[src/rtl/fsm_traffic.sv]
`timescale 1ns/1ps
// fsm_traffic: Moore traffic-intersection controller with a pedestrian walk
// phase and optional side-sensor green extension.
// Optional feature macro: FSM_TRAFFIC_SENSOR_EXT_EN (sensor extends greens).
module fsm_traffic #(
  parameter int unsigned TICK_DIV = 10
) (
  input  logic       clock,
  input  logic       rst,
  input  logic       walk,
  input  logic       sensor,
  output logic [2:0] main_light,
  output logic [2:0] side_light,
  output logic       walk_light
);

  typedef enum logic [2:0] {
    MAIN_G = 3'd0,
    MAIN_Y = 3'd1,
    WALK   = 3'd2,
    SIDE_G = 3'd3,
    SIDE_Y = 3'd4
  } state_e;

  localparam int unsigned   PW        = (TICK_DIV > 1) ? $clog2(TICK_DIV) : 1;
  localparam logic [PW-1:0] PRESC_MAX = PW'(TICK_DIV - 1);

  localparam logic [2:0] LAMP_G = 3'b001;
  localparam logic [2:0] LAMP_Y = 3'b010;
  localparam logic [2:0] LAMP_R = 3'b100;

  state_e        state_q, state_d;
  logic [PW-1:0] presc_q, presc_d;
  logic [3:0]    sec_q, sec_d;
  logic          walk_req_q, walk_req_d;
  logic          tick, expire, changing, ext_now;
  logic [3:0]    dur;

  assign tick     = (presc_q == PRESC_MAX);
  assign changing = (state_d != state_q);

`ifdef FSM_TRAFFIC_SENSOR_EXT_EN
  logic ext_q, ext_d;
  logic green;

  assign green = (state_q == MAIN_G) || (state_q == SIDE_G);
  // Including this cycle's sensor lets a sample on the expiry edge still count.
  assign ext_now = ext_q | (sensor & green);

  // Extend flag: latch sensor during a green, drop it whenever the phase ends.
  always_comb begin
    ext_d = ext_now;
    if (changing) ext_d = 1'b0;
  end

  // Extend flag register.
  always_ff @(posedge clock or posedge rst) begin
    if (rst) ext_q <= 1'b0;
    else     ext_q <= ext_d;
  end
`else
  logic unused_sensor;
  assign unused_sensor = sensor;
  assign ext_now       = 1'b0;
`endif

  // Phase duration in ticks; greens stretch when the extend flag is set.
  always_comb begin
    dur = 4'd2;
    unique case (state_q)
      MAIN_G:  dur = ext_now ? 4'd9 : 4'd6;
      MAIN_Y:  dur = 4'd2;
      WALK:    dur = 4'd3;
      SIDE_G:  dur = ext_now ? 4'd6 : 4'd3;
      SIDE_Y:  dur = 4'd2;
      default: dur = 4'd2;
    endcase
  end

  assign expire = tick && (sec_q == dur - 4'd1);

  // Next-state: advance only when the current phase's last tick completes.
  always_comb begin
    state_d = state_q;
    if (expire) begin
      unique case (state_q)
        MAIN_G:  state_d = MAIN_Y;
        // A press on this very edge is honoured alongside a latched request.
        MAIN_Y:  state_d = (walk_req_q | walk) ? WALK : SIDE_G;
        WALK:    state_d = SIDE_G;
        SIDE_G:  state_d = SIDE_Y;
        SIDE_Y:  state_d = MAIN_G;
        default: state_d = MAIN_G;
      endcase
    end else if (!(state_q inside {MAIN_G, MAIN_Y, WALK, SIDE_G, SIDE_Y})) begin
      state_d = MAIN_G;
    end
  end

  // Prescaler and phase tick counter restart on every state change so each
  // phase is exactly duration*TICK_DIV cycles.
  always_comb begin
    presc_d = presc_q + PW'(1);
    sec_d   = sec_q;
    if (changing) begin
      presc_d = '0;
      sec_d   = '0;
    end else if (tick) begin
      presc_d = '0;
      sec_d   = sec_q + 4'd1;
    end
  end

  // Walk request: any press sets it; entering WALK consumes it.
  always_comb begin
    walk_req_d = walk_req_q | walk;
    if (changing && (state_d == WALK)) walk_req_d = 1'b0;
  end

  // State, counters and walk flag registers.
  always_ff @(posedge clock or posedge rst) begin
    if (rst) begin
      state_q    <= MAIN_G;
      presc_q    <= '0;
      sec_q      <= '0;
      walk_req_q <= 1'b0;
    end else begin
      state_q    <= state_d;
      presc_q    <= presc_d;
      sec_q      <= sec_d;
      walk_req_q <= walk_req_d;
    end
  end

  // Lamp decode straight from the state register (no input-to-output path).
  always_comb begin
    main_light = LAMP_R;
    side_light = LAMP_R;
    walk_light = 1'b0;
    unique case (state_q)
      MAIN_G: main_light = LAMP_G;
      MAIN_Y: main_light = LAMP_Y;
      WALK:   walk_light = 1'b1;
      SIDE_G: side_light = LAMP_G;
      SIDE_Y: side_light = LAMP_Y;
      default: begin
        main_light = LAMP_R;
        side_light = LAMP_R;
      end
    endcase
  end

endmodule

[config.mk]
export PLATFORM = sky130hd
export DESIGN_NAME = fsm_traffic
export DESIGN_NICKNAME = d
export VERILOG_FILES = /design/src/rtl/fsm_traffic.sv
export SDC_FILE = /design/constraint.sdc
export NUM_CORES = 1
export LEC_CHECK = 0
export CAP_MARGIN = 10
export CORE_AREA = 2 2 42 44
export CTS_CLUSTER_SIZE = 25
export DETAILED_ROUTE_END_ITERATION = 7
export DIE_AREA = 0 0 44 46
export MAX_ROUTING_LAYER = met4
export PLACE_DENSITY = 0.72
export REMOVE_ABC_BUFFERS = 1
export SLEW_MARGIN = 5
export SYNTH_ARGS = -nofsm -noshare
export SYNTH_HDL_FRONTEND = slang
export SYNTH_SLANG_ARGS = --single-unit
[constraint.sdc]
create_clock -name clock -period 2.1 [get_ports clock]
set_clock_uncertainty 0.2 [all_clocks]
set_input_delay 0.42 -clock clock [delete_from_list [all_inputs] [get_ports clock]]
set_output_delay 0.42 -clock clock [all_outputs]
set_load 0.03 [all_outputs]
Yosys cells after proc, flatten, opt, wreduce, memory -nomap -nowiden
Cells that the tools add are included.

Bits of input ports: 4. Flip-flop bits (word level): 12.

Reduce and logical (&&, ||, !) cells: 6. Eq/ne operators: 8. Add/subtract/negate cells: 3. Bitwise gates (word level): 1. Mux-type cells: 13.

Operators by type and width (count): case mux 3 bit (2 select lines) (3); two-way mux 4 bit (4); case mux 3 bit (4 select lines) (1); == test 3 x 2 -> 1 bit, second input constant (3); adder 4 x 1 -> 4 bit, second input constant (2); two-way mux 3 bit (2); nonzero test 5 bit (1); == test 4 bit (1); == test 4 bit, second input constant (1); subtractor 4 x 1 -> 4 bit, second input constant (1); == test 3 x 1 -> 1 bit, second input constant (1); == test 3 bit, second input constant (1); logical NOT 3 bit (1); two-way mux 1 bit (3); inequality test 3 bit (1); logical AND 1 bit (2); nonzero test 2 bit (1); OR reduction 2 bit (1); OR 1 bit (1).

Depth between registers and ports, before layout
Word-level depth: 10. Mapped depth: 6. Depth with buffers taken out: 6.

Least setup slack after synthesis
OpenSTA, ideal clock, no wires.

Kind: reg2out. From: reg state_q[2]. To: out side_light[2]. Setup slack: 0.097 ns. Path buffers: 0. Stages on the path, launching flop included: 4. Arrival time: 1.383 ns. Cell sequence: dfrtp_1 nand2b_2 nor2_1 nor2_1.

Cells in the longest elaborated chain, start to end: 2. Elaborated cells between the ends (all ways): 3. Classes of those cells: eq/ne: 2; mux: 1.

Ends and longest elaborated chain: start, declared (line 32) `state_e state_q, state_d;`; start signal, assigned (line 128) `state_q <= state_d;`; == test 3 bit / == test 3 x 2 -> 1 bit (equally long branches) (line 140) `unique case (state_q)`; case mux 3 bit (2 select lines) * (line 140); end, declared (line 13) `output logic [2:0] side_light,`.

Every way passes the cells marked *; elsewhere a longest branch is shown, timed or not.

Final worst setup path
From: reg state_q[1]. To: out main_light[1].

Cells in the longest elaborated chain, start to end: 2. Elaborated cells between the ends (all ways): 3. Classes of those cells: eq/ne: 1; mux: 1; reduce/logical: 1.

Ends and longest elaborated chain: == test 3 x 1 -> 1 bit / logical NOT 3 bit (equally long branches) (line 140); case mux 3 bit (2 select lines) * (line 140); end, declared (line 12) `output logic [2:0] main_light,`.

Marks and branches as above.

==> reports/qor.yml <==
postCtsHoldBufs: 0
vias: 607
total_power_mw: 0.427
max_slew_margin_pct: 67.8
vdd_drop_max_v: 0.000244
cts-resized-gates: 3
final_nets: 101
synth_area_per_cell_um2: 9.78
start_util_pct: 46.7
antenna_found_initial: 0
die_h_um: 46
syn_area_um2: 753
clkTransAtPathRegs_ps: 80
root_buffer: "clkbuf_4"
finalHoldViolCount: 0
dp_cells: 106
synth_edf_count: 0
cts_tree: "yes"
slew_viol_final: 0
grt_max_degree: 13
max_clock_freq_mhz: 476
critPathKind: "flip-flop to output port"
ys_seq_area_share_pct: 39.9
wl_per_cell_um: 13.7
async_reset_ff_share_pct: 100
critPathMaxStageDelay_ps: 430
hpwl_um: 1130
hold_path.class: "input pin to async pin"
post-route-min-period_ps: 2100
placed_area_um2: 880
slowest_stage: "dfrtp_1"
rr_worst_depth: 6
die-area_um2: 2020
intPower_mw: 0.340
fp.dieW_um: 44
yosysWarnings: 0
insertedDiodeCount: 0
gp_congestion: 0.866
cts.sinks: 12
fin_crit_sh_pct: 100
cp-end-kind: "output port"
overflow: 0
p_comb_share_pct: 2.1
worstPathMaxFanout: 5
p_leak_nw: 0.387
ios: 11
path_cells: "or2_2, nor2_1, buf_4"
final_cells: 110
cts_buffer_depth: 2
cts_setup_buffers: 0
drc: 0
final_layout_size_suffix_gt1_share_pct: 31.2
crit_arrival_ps: 1480
synth_ff_type: "dfrtp_1"
wl_um: 1500
crit_required_ps: 1480
final_area_um2: 913
area_growth_pct: 21.3
drtIter0Drc: 22
grt_pass1_vias: 521
final_util_pct: 56.6
dr.pass1.iters: 7
numCtsBuffers: 3
setup_violations: 1
grt.total_usage_pct: 15.9
ys_types: 34
port_buffers: 9
clk_latency_ps: 280
postSynthCellCount: 77
ant_nets: 0
setup.worst_path.start_class: "flip-flop"
worst_pin_slew_ps: 483
htree_levels: 1
p_switching_mw: 0.0870
final.setup.worst_slack_ps: -1.42
powerDensity_nw_per_um2: 467
swShare_pct: 20.4
n_fill_cell: 151
vias_per_cell: 5.52
seq_power_share_pct: 54.1
design.core.area_um2: 1610
synth_seq_cells: 12
grt_first_pass_wirelength_um: 2250
power.share.clock_pct: 43.8
outcome: "finished, violations left"
row_count: 15
cap_violations: 0
violations: "setup timing"
path summary, 6_finish.rpt:
kind	from	endpoint	slack, ps
worst max-delay path	state_q[1]	main_light[1]	-1
worst min-delay path	rst	presc_q[1]	280
worst max register to register	presc_q[1]	state_q[2]	170
worst min register to register	presc_q[0]	presc_q[0]	290
max in group asynchronous	rst	sec_q[0]	1090
min in group clock	presc_q[0]	presc_q[0]	290
cell usage after synthesis (2+ instances only):
master | count | share of area, %
nor2_1 | 15 | 7.5
dfrtp_1 | 12 | 40
inv_1 | 5 | 2.5
a21oi_1 | 4 | 2.7
o21ai_0 | 4 | 2.7
ha_1 | 3 | 5.0
nand3_1 | 3 | 2.0
nor3_1 | 3 | 2.0
mux2_2 | 2 | 3.0
xnor2_1 | 2 | 2.3
cells by family (layout without fill, tap and decap cells):
| family | count (synthesis) | after routing | synth area share, % |
|---|---|---|---|
| AND/OR/NAND/NOR | 33 | 33 | 26.7 |
| AO/OA/AOI/OAI | 16 | 16 | 16.4 |
| flip-flops | 12 | 12 | 39.9 |
| buffers and inverters | 7 | 23 | 4.15 |
| adder cells (fa/ha/maj) | 3 | 3 | 4.98 |
| XOR/XNOR | 3 | 3 | 3.49 |
| multiplexers | 3 | 3 | 4.32 |
layout by cell type, fill, tap and decap left out, types with 2 or more instances in the layout:
cell             netlist  routed
o21ai_0                4       4
clkbuf_4               0       3
inv_1                  5       5
xnor2_1                2       2
a21oi_1                4       4
buf_4                  1       9
nor2_1                15      14
mux2_2                 2       2
nand3_1                3       3
ha_1                   3       3
nor3_1                 3       3
clkdlybuf4s50_1        0       2
dlygate4sd2_1          0       2
dfrtp_1               12      12
area by class of cell:
class | count | area [um2] | share of cell area [%]
Multi-Input combinational cell | 58 | 427 | 46.7
Sequential cell | 12 | 300 | 32.9
Timing Repair Buffer | 14 | 110 | 12.1
Clock buffer | 4 | 36.3 | 3.97
Tap cell | 17 | 21.3 | 2.33
Inverter | 5 | 18.8 | 2.05
per-stage QoR:
| step | TNS (ps) | hold WS (ps) | worst slack, ps |
|---|---|---|---|
| final | -1.42 | 278 | -1.42 |
| after global routing | -68.7 | 318 | -59.8 |
| after CTS | 0 | 285 | 50.7 |
| after detailed placement | 0 | 285 | 102 |
| after global placement | 0 | 286 | 84.0 |
| after floorplan | 0 | 84.7 | 95.9 |
critical path: cells and delay by family, from the launching register on:
| family | cells | cell delay [ps] |
|---|---|---|
| flops | 1 | 430 |
| simple gates | 2 | 550 |
| buf+inv | 1 | 220 |
power groups by stage:
stage,Clock (mW),Combinational (mW),Sequential (mW)
after floorplan,0,0.00355,0.235
after global placement,0,0.00872,0.235
after detailed placement,0,0.00908,0.235
after CTS,0.192,0.00904,0.231
after global routing,0.199,0.0100,0.231
final,0.187,0.00881,0.231
layer usage:
metal	global-route usage, %	share of wire [%]	up-vias
li1	-	-	304
met4	5.45	0.80	0
met3	3.57	3.3	2
met1	21.2	47	288
met2	23.5	48	13
met5	-	0	-
state kept, by name, indices dropped and copies added, names as in the netlist:
name / count
presc_q: 4
sec_q: 4
state_q: 3
walk_req_q: 1
Power figures use the tool's default switching activity.
